File: src/rtl/vga_pkg.sv
// Shared timing constants and control-word type for the VGA scan-out of the NES frame buffer.
// Define VGA_DOUBLE_BUFFER_EN to widen the read address with a bank bit.
package vga_pkg;

    localparam int H_ACTIVE   = 640;
    localparam int H_FP       = 16;
    localparam int H_SYNC     = 96;
    localparam int H_BP       = 48;
    localparam int H_TOTAL    = H_ACTIVE + H_FP + H_SYNC + H_BP;
    localparam int V_ACTIVE   = 480;
    localparam int V_FP       = 10;
    localparam int V_SYNC     = 2;
    localparam int V_BP       = 33;
    localparam int V_TOTAL    = V_ACTIVE + V_FP + V_SYNC + V_BP;
    localparam int X_OFFSET   = 64;
    localparam int FB_W       = 256;
    localparam int FB_H       = 240;
    localparam int PIPE_DEPTH = 3;

    localparam logic [7:0] BORDER_INDEX = 8'h0F;

`ifdef VGA_DOUBLE_BUFFER_EN
    localparam int ADDR_W = 17;
`else
    localparam int ADDR_W = 16;
`endif

    // Per-pixel control bits that ride alongside the RAM access.
    typedef struct packed {
        logic win;
        logic de;
        logic hsync_n;
        logic vsync_n;
        logic frame;
    } ctl_t;

    localparam ctl_t CTL_RESET = '{win: 1'b0, de: 1'b0, hsync_n: 1'b1, vsync_n: 1'b1, frame: 1'b0};

endpackage

File: src/rtl/vga_timing_gen.sv
// Stage-0 h/v counters with the window, sync, blanking and swap-point decodes derived from them.
// Unaffected by VGA_DOUBLE_BUFFER_EN.
module vga_timing_gen
    import vga_pkg::*;
(
    input  logic       clk,
    input  logic       rst_n,
    output ctl_t       ctl,
    output logic [7:0] fb_x,
    output logic [7:0] fb_y,
    output logic       vblank,
    output logic       swap_pt
);

    localparam logic [9:0] H_LAST = 10'(H_TOTAL - 1);
    localparam logic [9:0] V_LAST = 10'(V_TOTAL - 1);
    localparam logic [9:0] H_ACT  = 10'(H_ACTIVE);
    localparam logic [9:0] V_ACT  = 10'(V_ACTIVE);
    localparam logic [9:0] HS_BEG = 10'(H_ACTIVE + H_FP);
    localparam logic [9:0] HS_END = 10'(H_ACTIVE + H_FP + H_SYNC);
    localparam logic [9:0] VS_BEG = 10'(V_ACTIVE + V_FP);
    localparam logic [9:0] VS_END = 10'(V_ACTIVE + V_FP + V_SYNC);
    localparam logic [9:0] X_BEG  = 10'(X_OFFSET);
    localparam logic [9:0] X_END  = 10'(X_OFFSET + 2 * FB_W);

    logic [9:0] h;
    logic [9:0] v;

    always_ff @(posedge clk) begin
        if (!rst_n) begin
            h <= '0;
            v <= '0;
        end else if (h == H_LAST) begin
            h <= '0;
            v <= (v == V_LAST) ? '0 : v + 10'd1;
        end else begin
            h <= h + 10'd1;
        end
    end

    always_comb begin
        ctl.win     = (v < V_ACT) && (h >= X_BEG) && (h < X_END);
        ctl.de      = (h < H_ACT) && (v < V_ACT);
        ctl.hsync_n = !((h >= HS_BEG) && (h < HS_END));
        ctl.vsync_n = !((v >= VS_BEG) && (v < VS_END));
        ctl.frame   = (h == '0) && (v == '0);
    end

    // Each frame-buffer byte covers a 2x2 block of output pixels.
    assign fb_x    = 8'((h - X_BEG) >> 1);
    assign fb_y    = v[8:1];
    assign vblank  = (v >= V_ACT);
    assign swap_pt = (h == H_LAST) && (v == V_ACT - 10'd1);

endmodule

File: src/rtl/vga_scanout_ctrl.sv
// VGA scan-out sequencer: frame-buffer fetch, 3-clk aligned index/sync/DE stream, optional bank swap.
// Define VGA_DOUBLE_BUFFER_EN for the banked frame buffer and swap_req/swap_ack handshake.
module vga_scanout_ctrl
    import vga_pkg::*;
(
    input  logic              clk,
    input  logic              rst_n,
    output logic              fb_rd_en,
    output logic [ADDR_W-1:0] fb_rd_addr,
    input  logic [7:0]        fb_rd_data,
    output logic [7:0]        pix_index,
    output logic              de,
    output logic              hsync_n,
    output logic              vsync_n,
    output logic              frame_start,
    output logic              vblank,
    input  logic              swap_req,
    output logic              swap_ack
);

    ctl_t              s0;
    logic [7:0]        fb_x;
    logic [7:0]        fb_y;
    logic              swap_pt;
    logic [ADDR_W-1:0] addr_next;
    ctl_t              pipe [1:PIPE_DEPTH-1];

    vga_timing_gen u_tim (
        .clk     (clk),
        .rst_n   (rst_n),
        .ctl     (s0),
        .fb_x    (fb_x),
        .fb_y    (fb_y),
        .vblank  (vblank),
        .swap_pt (swap_pt)
    );

`ifdef VGA_DOUBLE_BUFFER_EN
    logic bank;

    // The swap lands on the last clk of the last visible line, so the new bank starts on a frame boundary.
    always_ff @(posedge clk) begin
        if (!rst_n) begin
            bank     <= 1'b0;
            swap_ack <= 1'b0;
        end else begin
            swap_ack <= swap_pt && swap_req;
            if (swap_pt && swap_req)
                bank <= ~bank;
        end
    end

    assign addr_next = {bank, fb_y, fb_x};
`else
    logic unused_swap;

    assign unused_swap = swap_req ^ swap_pt;
    assign swap_ack    = 1'b0;
    assign addr_next   = {fb_y, fb_x};
`endif

    always_ff @(posedge clk) begin
        if (!rst_n) begin
            fb_rd_en    <= 1'b0;
            fb_rd_addr  <= '0;
            for (int i = 1; i < PIPE_DEPTH; i++)
                pipe[i] <= CTL_RESET;
            pix_index   <= BORDER_INDEX;
            de          <= 1'b0;
            hsync_n     <= 1'b1;
            vsync_n     <= 1'b1;
            frame_start <= 1'b0;
        end else begin
            fb_rd_en <= s0.win;
            if (s0.win)
                fb_rd_addr <= addr_next;
            pipe[1] <= s0;
            for (int i = 2; i < PIPE_DEPTH; i++)
                pipe[i] <= pipe[i-1];
            // RAM data arrives alongside the control word two clks after stage 0.
            pix_index   <= pipe[PIPE_DEPTH-1].win ? fb_rd_data : BORDER_INDEX;
            de          <= pipe[PIPE_DEPTH-1].de;
            hsync_n     <= pipe[PIPE_DEPTH-1].hsync_n;
            vsync_n     <= pipe[PIPE_DEPTH-1].vsync_n;
            frame_start <= pipe[PIPE_DEPTH-1].frame;
        end
    end

endmodule

File: config.mk
export PLATFORM = sky130hd
export DESIGN_NAME = vga_scanout_ctrl
export DESIGN_NICKNAME = d
export VERILOG_FILES = /design/src/rtl/vga_pkg.sv /design/src/rtl/vga_timing_gen.sv /design/src/rtl/vga_scanout_ctrl.sv
export SDC_FILE = /design/constraint.sdc
export NUM_CORES = 1
export LEC_CHECK = 0
export CAP_MARGIN = 20
export CORE_ASPECT_RATIO = 0.75
export CORE_UTILIZATION = 53
export DETAILED_ROUTE_END_ITERATION = 12
export GPL_TIMING_DRIVEN = 0
export PLACE_DENSITY_LB_ADDON = 0.12
export SYNTH_ARGS = -nofsm -noshare
export SYNTH_HDL_FRONTEND = slang
export SYNTH_HIERARCHICAL = 1
export SYNTH_SLANG_ARGS = --single-unit
File: constraint.sdc
create_clock -name clk -period 2.52 [get_ports clk]
set_input_delay 0.63 -clock clk [delete_from_list [all_inputs] [get_ports clk]]
set_output_delay 0.63 -clock clk [all_outputs]
set_load 0.02 [all_outputs]
# Word-level counts from Yosys, hierarchy flattened
# Memory sizes are Yosys's and may differ from the RTL's.
# Index checks and enable logic that the tools add are counted.
[op_classes]
addsub = 3
multipliers = 0
div_mod_pow = 0
magnitude_cmp = 9
n_eq_ne = 2
shift = 0
mux = 5
bitwise_logic = 3
reduce_logical = 12
[op_table]
columns = ["operator", "count"]
rows = [
  ["less-than comparator 10 bit, second input constant", 3],
  ["adder 10 x 1 -> 10 bit, second input constant", 2],
  ["equality test 10 bit, second input constant", 2],
  [">= comparator 10 x 9 -> 1 bit, second input constant", 2],
  ["logical NOT 10 bit", 2],
  ["less-than comparator 10 x 9 -> 1 bit, second input constant", 2],
  [">= comparator 10 bit, second input constant", 1],
  [">= comparator 10 x 7 -> 1 bit, second input constant", 1],
  ["2-to-1 mux 10 bit", 1],
  ["2-to-1 mux 5 bit", 2],
  ["subtractor 9 x 7 -> 9 bit, second input constant", 1],
  ["logical AND 1 bit", 6],
  ["logical NOT 1 bit", 2],
  ["2-to-1 mux 1 bit", 2],
  ["OR 1 bit", 2],
  ["AND reduction 2 bit", 1],
  ["OR reduction 2 bit", 1],
  ["inverter 1 bit", 1],
]
[totals]
regBits = 49
latch_bits = 0
ram_bits = 10
rom_bits = 0
input_bits = 11
out_inout_bits = 31
word_cells = 44
n_memories = 1
[mem_list]
columns = ["memory", "depth", "width", "rd", "rd_clocked_by_memory_dff", "wr", "line_no", "source"]
rows = [
  ["pipe", 2, 5, 2, 0, 2, "vga_scanout_ctrl.sv:26", "ctl_t pipe [1:PIPE_DEPTH-1];"],
]

# Logic depth before layout (Yosys ltp)
[logic_depth]
depth_word = 4
ltp_mapped = 9
depth_no_buf = 7

# By module
# The synthesis kept the hierarchy.
[modules_own_cells]
columns = ["module", "n_inst", "cells_per_inst", "area_per_inst_um2", "seq_area_each_um2"]
rows = [
  ["vga_timing_gen", 1, 156, 1327.5, 400.4],
  ["vga_scanout_ctrl", 1, 100, 1219.9, 760.7],
]

# Worst setup path before layout
# No wires, ideal clock.
[synth_timing]
path_kind = "reg2reg"
start = "reg u_tim.v[5]"
end = "reg fb_rd_addr[5]"
setup_ns = 0.116
t_arrival_ns = 1.761
required_ns = 2.404
slack_ns = 0.643
stages_incl_launch_ff = 9
n_path_buf = 3
period_less_slack_ns = 1.877
path_cell_list = "dfxtp_1 clkbuf_2 and4_1 or2_2 a211oi_1 buf_6 buf_12 mux2i_1 nor2b_1"
[synth_lines]
columns = ["item", "line_no", "source"]
rows = [
  ["start, declared", "vga_timing_gen.sv:27", "logic [9:0] v;"],
  ["start signal, assigned", "vga_timing_gen.sv:35", "v <= (v == V_LAST) ? '0 : v + 10'd1;"],
  ["end signal, assigned", "vga_scanout_ctrl.sv:76", "fb_rd_addr <= addr_next;"],
  ["end, declared", "vga_scanout_ctrl.sv:9", "output logic [ADDR_W-1:0] fb_rd_addr,"],
]

# Worst setup path after layout
[layout_timing]
start = "reg u_tim.v[5]"
end = "out vblank"
[layout_between]
elab_chain_len = 1
[layout_rtl]
columns = ["item", "line_no", "source"]
rows = [
  [">= comparator 10 x 9 -> 1 bit", "vga_timing_gen.sv:52", "assign vblank = (v >= V_ACT);"],
  ["end, declared", "vga_scanout_ctrl.sv:16", "output logic vblank,"],
]
# Every way passes these cells.

==> metrics.txt <==
outcome finished clean; overall power 2.02 mW; Hold Fails Final Rpt 0; die height 61.9 um; Max Cap Viol 0; floorplan core area 4520 um2; cts hold-fix bufs 0; pin count of the biggest net entering global routing 16; DR pass1 iterations 4; Worst slew margin 63.7%; critical-path cell list clkbuf_2 -> and4_1 -> or2_2 -> dlymetal6s2s_1; wire per inst 12.8 um; CTS root buf clkbuf_8; first-pass GRT wire length 7.75 mm; clock transition at the registers of the reported paths 0.07 ns; endpoints failing setup 0; slowest CP cell dfxtp_1; Final Util 71.6%; Total Neg Setup Slack 0 ns; Syn Nets 273; worst-skew pair later-pin latency 0.33 ns; Worst setup EP type primary output; DRT iter0 DRCs 44; Layout Nets 323; beginning of the critical path u_tim/v[5]$_SDFFE_PN0P_; CTS tree done; maximum operating frequency 459 MHz; final period utilization 86.5%; die area 5060 um2; FF-to-FF Start u_tim/v[5]$_SDFFE_PN0P_; Initial Util 56.0%; Slew Viols, Final 0; CTS H-Tree Depth 3; Worst setup SP type flop; dpl ws 0.347 ns; Crit Path Category reg2out; Layout area overhead 27.8%; Worst Tran Pin Value 0.543 ns; IR Drop Worst-Case VDD 489 uV; Crit path required time 1.89 ns; antenna fix cells 0; Syn Area/Cell 10.0 um2; post-layout min period 2.18 ns; hold wc startpoint pipe[2][2]$_SDFF_PN1_; clock buffer depth 2; ratio of cells with drive above 1 in the final layout 16.9%; Mapped Cells 253; I/O Pins 42; Routed Antenna Nets 0; vias in the first global route 1,614; total track usage 21.4%; Worst Path Arrival 1.55 ns; Rows 21; die width 81.8 um; commonest cells after routing, fill and taps aside dfxtp_1 (58), clkdlybuf4s50_1 (38), nor2_1 (20); final WL 4.66 mm; DRC 0; DR vias 1,788; I/O Buffers 39; Vias/cell 4.90; final worst setup slack 0.340 ns; antenna violations before repair 0; Overflow after GRT 0; post-CTS setup buffers 0; CP max FO 6; clk_skew 0.00519 ns; Largest stage delay, worst path 0.33 ns; hpwl dp 3.22 mm; Sink Count 58; synthesized area 2530 um2; HP Class reg2reg; Final Wtd Congestion 0.890; CTS buffer count 9; commonest non-fill, non-tap cell in the layout dfxtp_1; yosys warns 6; RSZ-0062 raised after global routing false; Leak 1.30 nW; Pwr Density 625 nW/um2
-- routing by layer --
| metal | share of wire [%] | GRT usage (%) | up-vias |
|---|---|---|---|
| li1 | - | - | 928 |
| met1 | 50 | 29.5 | 792 |
| met2 | 42 | 29.4 | 62 |
| met3 | 6.9 | 7.59 | 6 |
| met4 | 1.1 | 11.0 | 0 |
| met5 | 0 | 0 | - |
-- final timing paths --
kind / slack [ns] / depth (start not counted) / endpoint
setup / recovery: 0.34 / 4 / vblank
hold / removal: 0.41 / 1 / hsync_n$_SDFF_PN1_
setup reg to reg: 0.50 / 8 / fb_rd_addr[10]$_SDFFE_PN0P_
hold reg to reg: 0.41 / 1 / hsync_n$_SDFF_PN1_
-- flip-flops by register name, summed over array words and instances, names as in the netlist --
register and cells:
hsync_n 1, pix_index 8, de 1, vsync_n 1, u_tim/v 10, u_tim/h 10
fb_rd_addr 16, pipe 10, frame_start 1
-- layout make-up --
class,count,area [um2]
buffer,25,184
clock buffer,9,124
clock inverter,7,116
fill,360,1280
inverter,8,30.0
multi-input combinational,162,1160
sequential,58,1160
tap,57,71.3
timing repair buffer,39,393
-- power breakdown --
group	switching (mW)	leakage [nW]	internal (mW)	total (mW)
Clock	0.370	0.120	0.656	1.03
Combinational	0.0304	0.713	0.0337	0.0641
Sequential	0.00592	0.469	0.926	0.932
-- metrics by stage --
step / area, um2 / instances / hold WS, ns
after floorplan: 2530 / 253 / 0.385
after global placement: 2990 / 349 / 0.389
after detailed placement: 2990 / 349 / 0.392
after CTS: 3230 / 365 / 0.409
after global routing: 3240 / 365 / 0.419
final: 3240 / 365 / 0.406
-- critical path: cells and delay by family (launching register included) --
| family | cells | cell delay (ns) |
|---|---|---|
| simple gates | 2 | 0.51 |
| buf+inv | 2 | 0.37 |
| flops | 1 | 0.33 |
-- what timing repair did --
action / CTS / global route
gates resized for setup: 0 / 1
endpoints found under the setup margin: 0 / 1
endpoints found under the hold margin: 0 / 0
(Power assumes the default switching activity.)
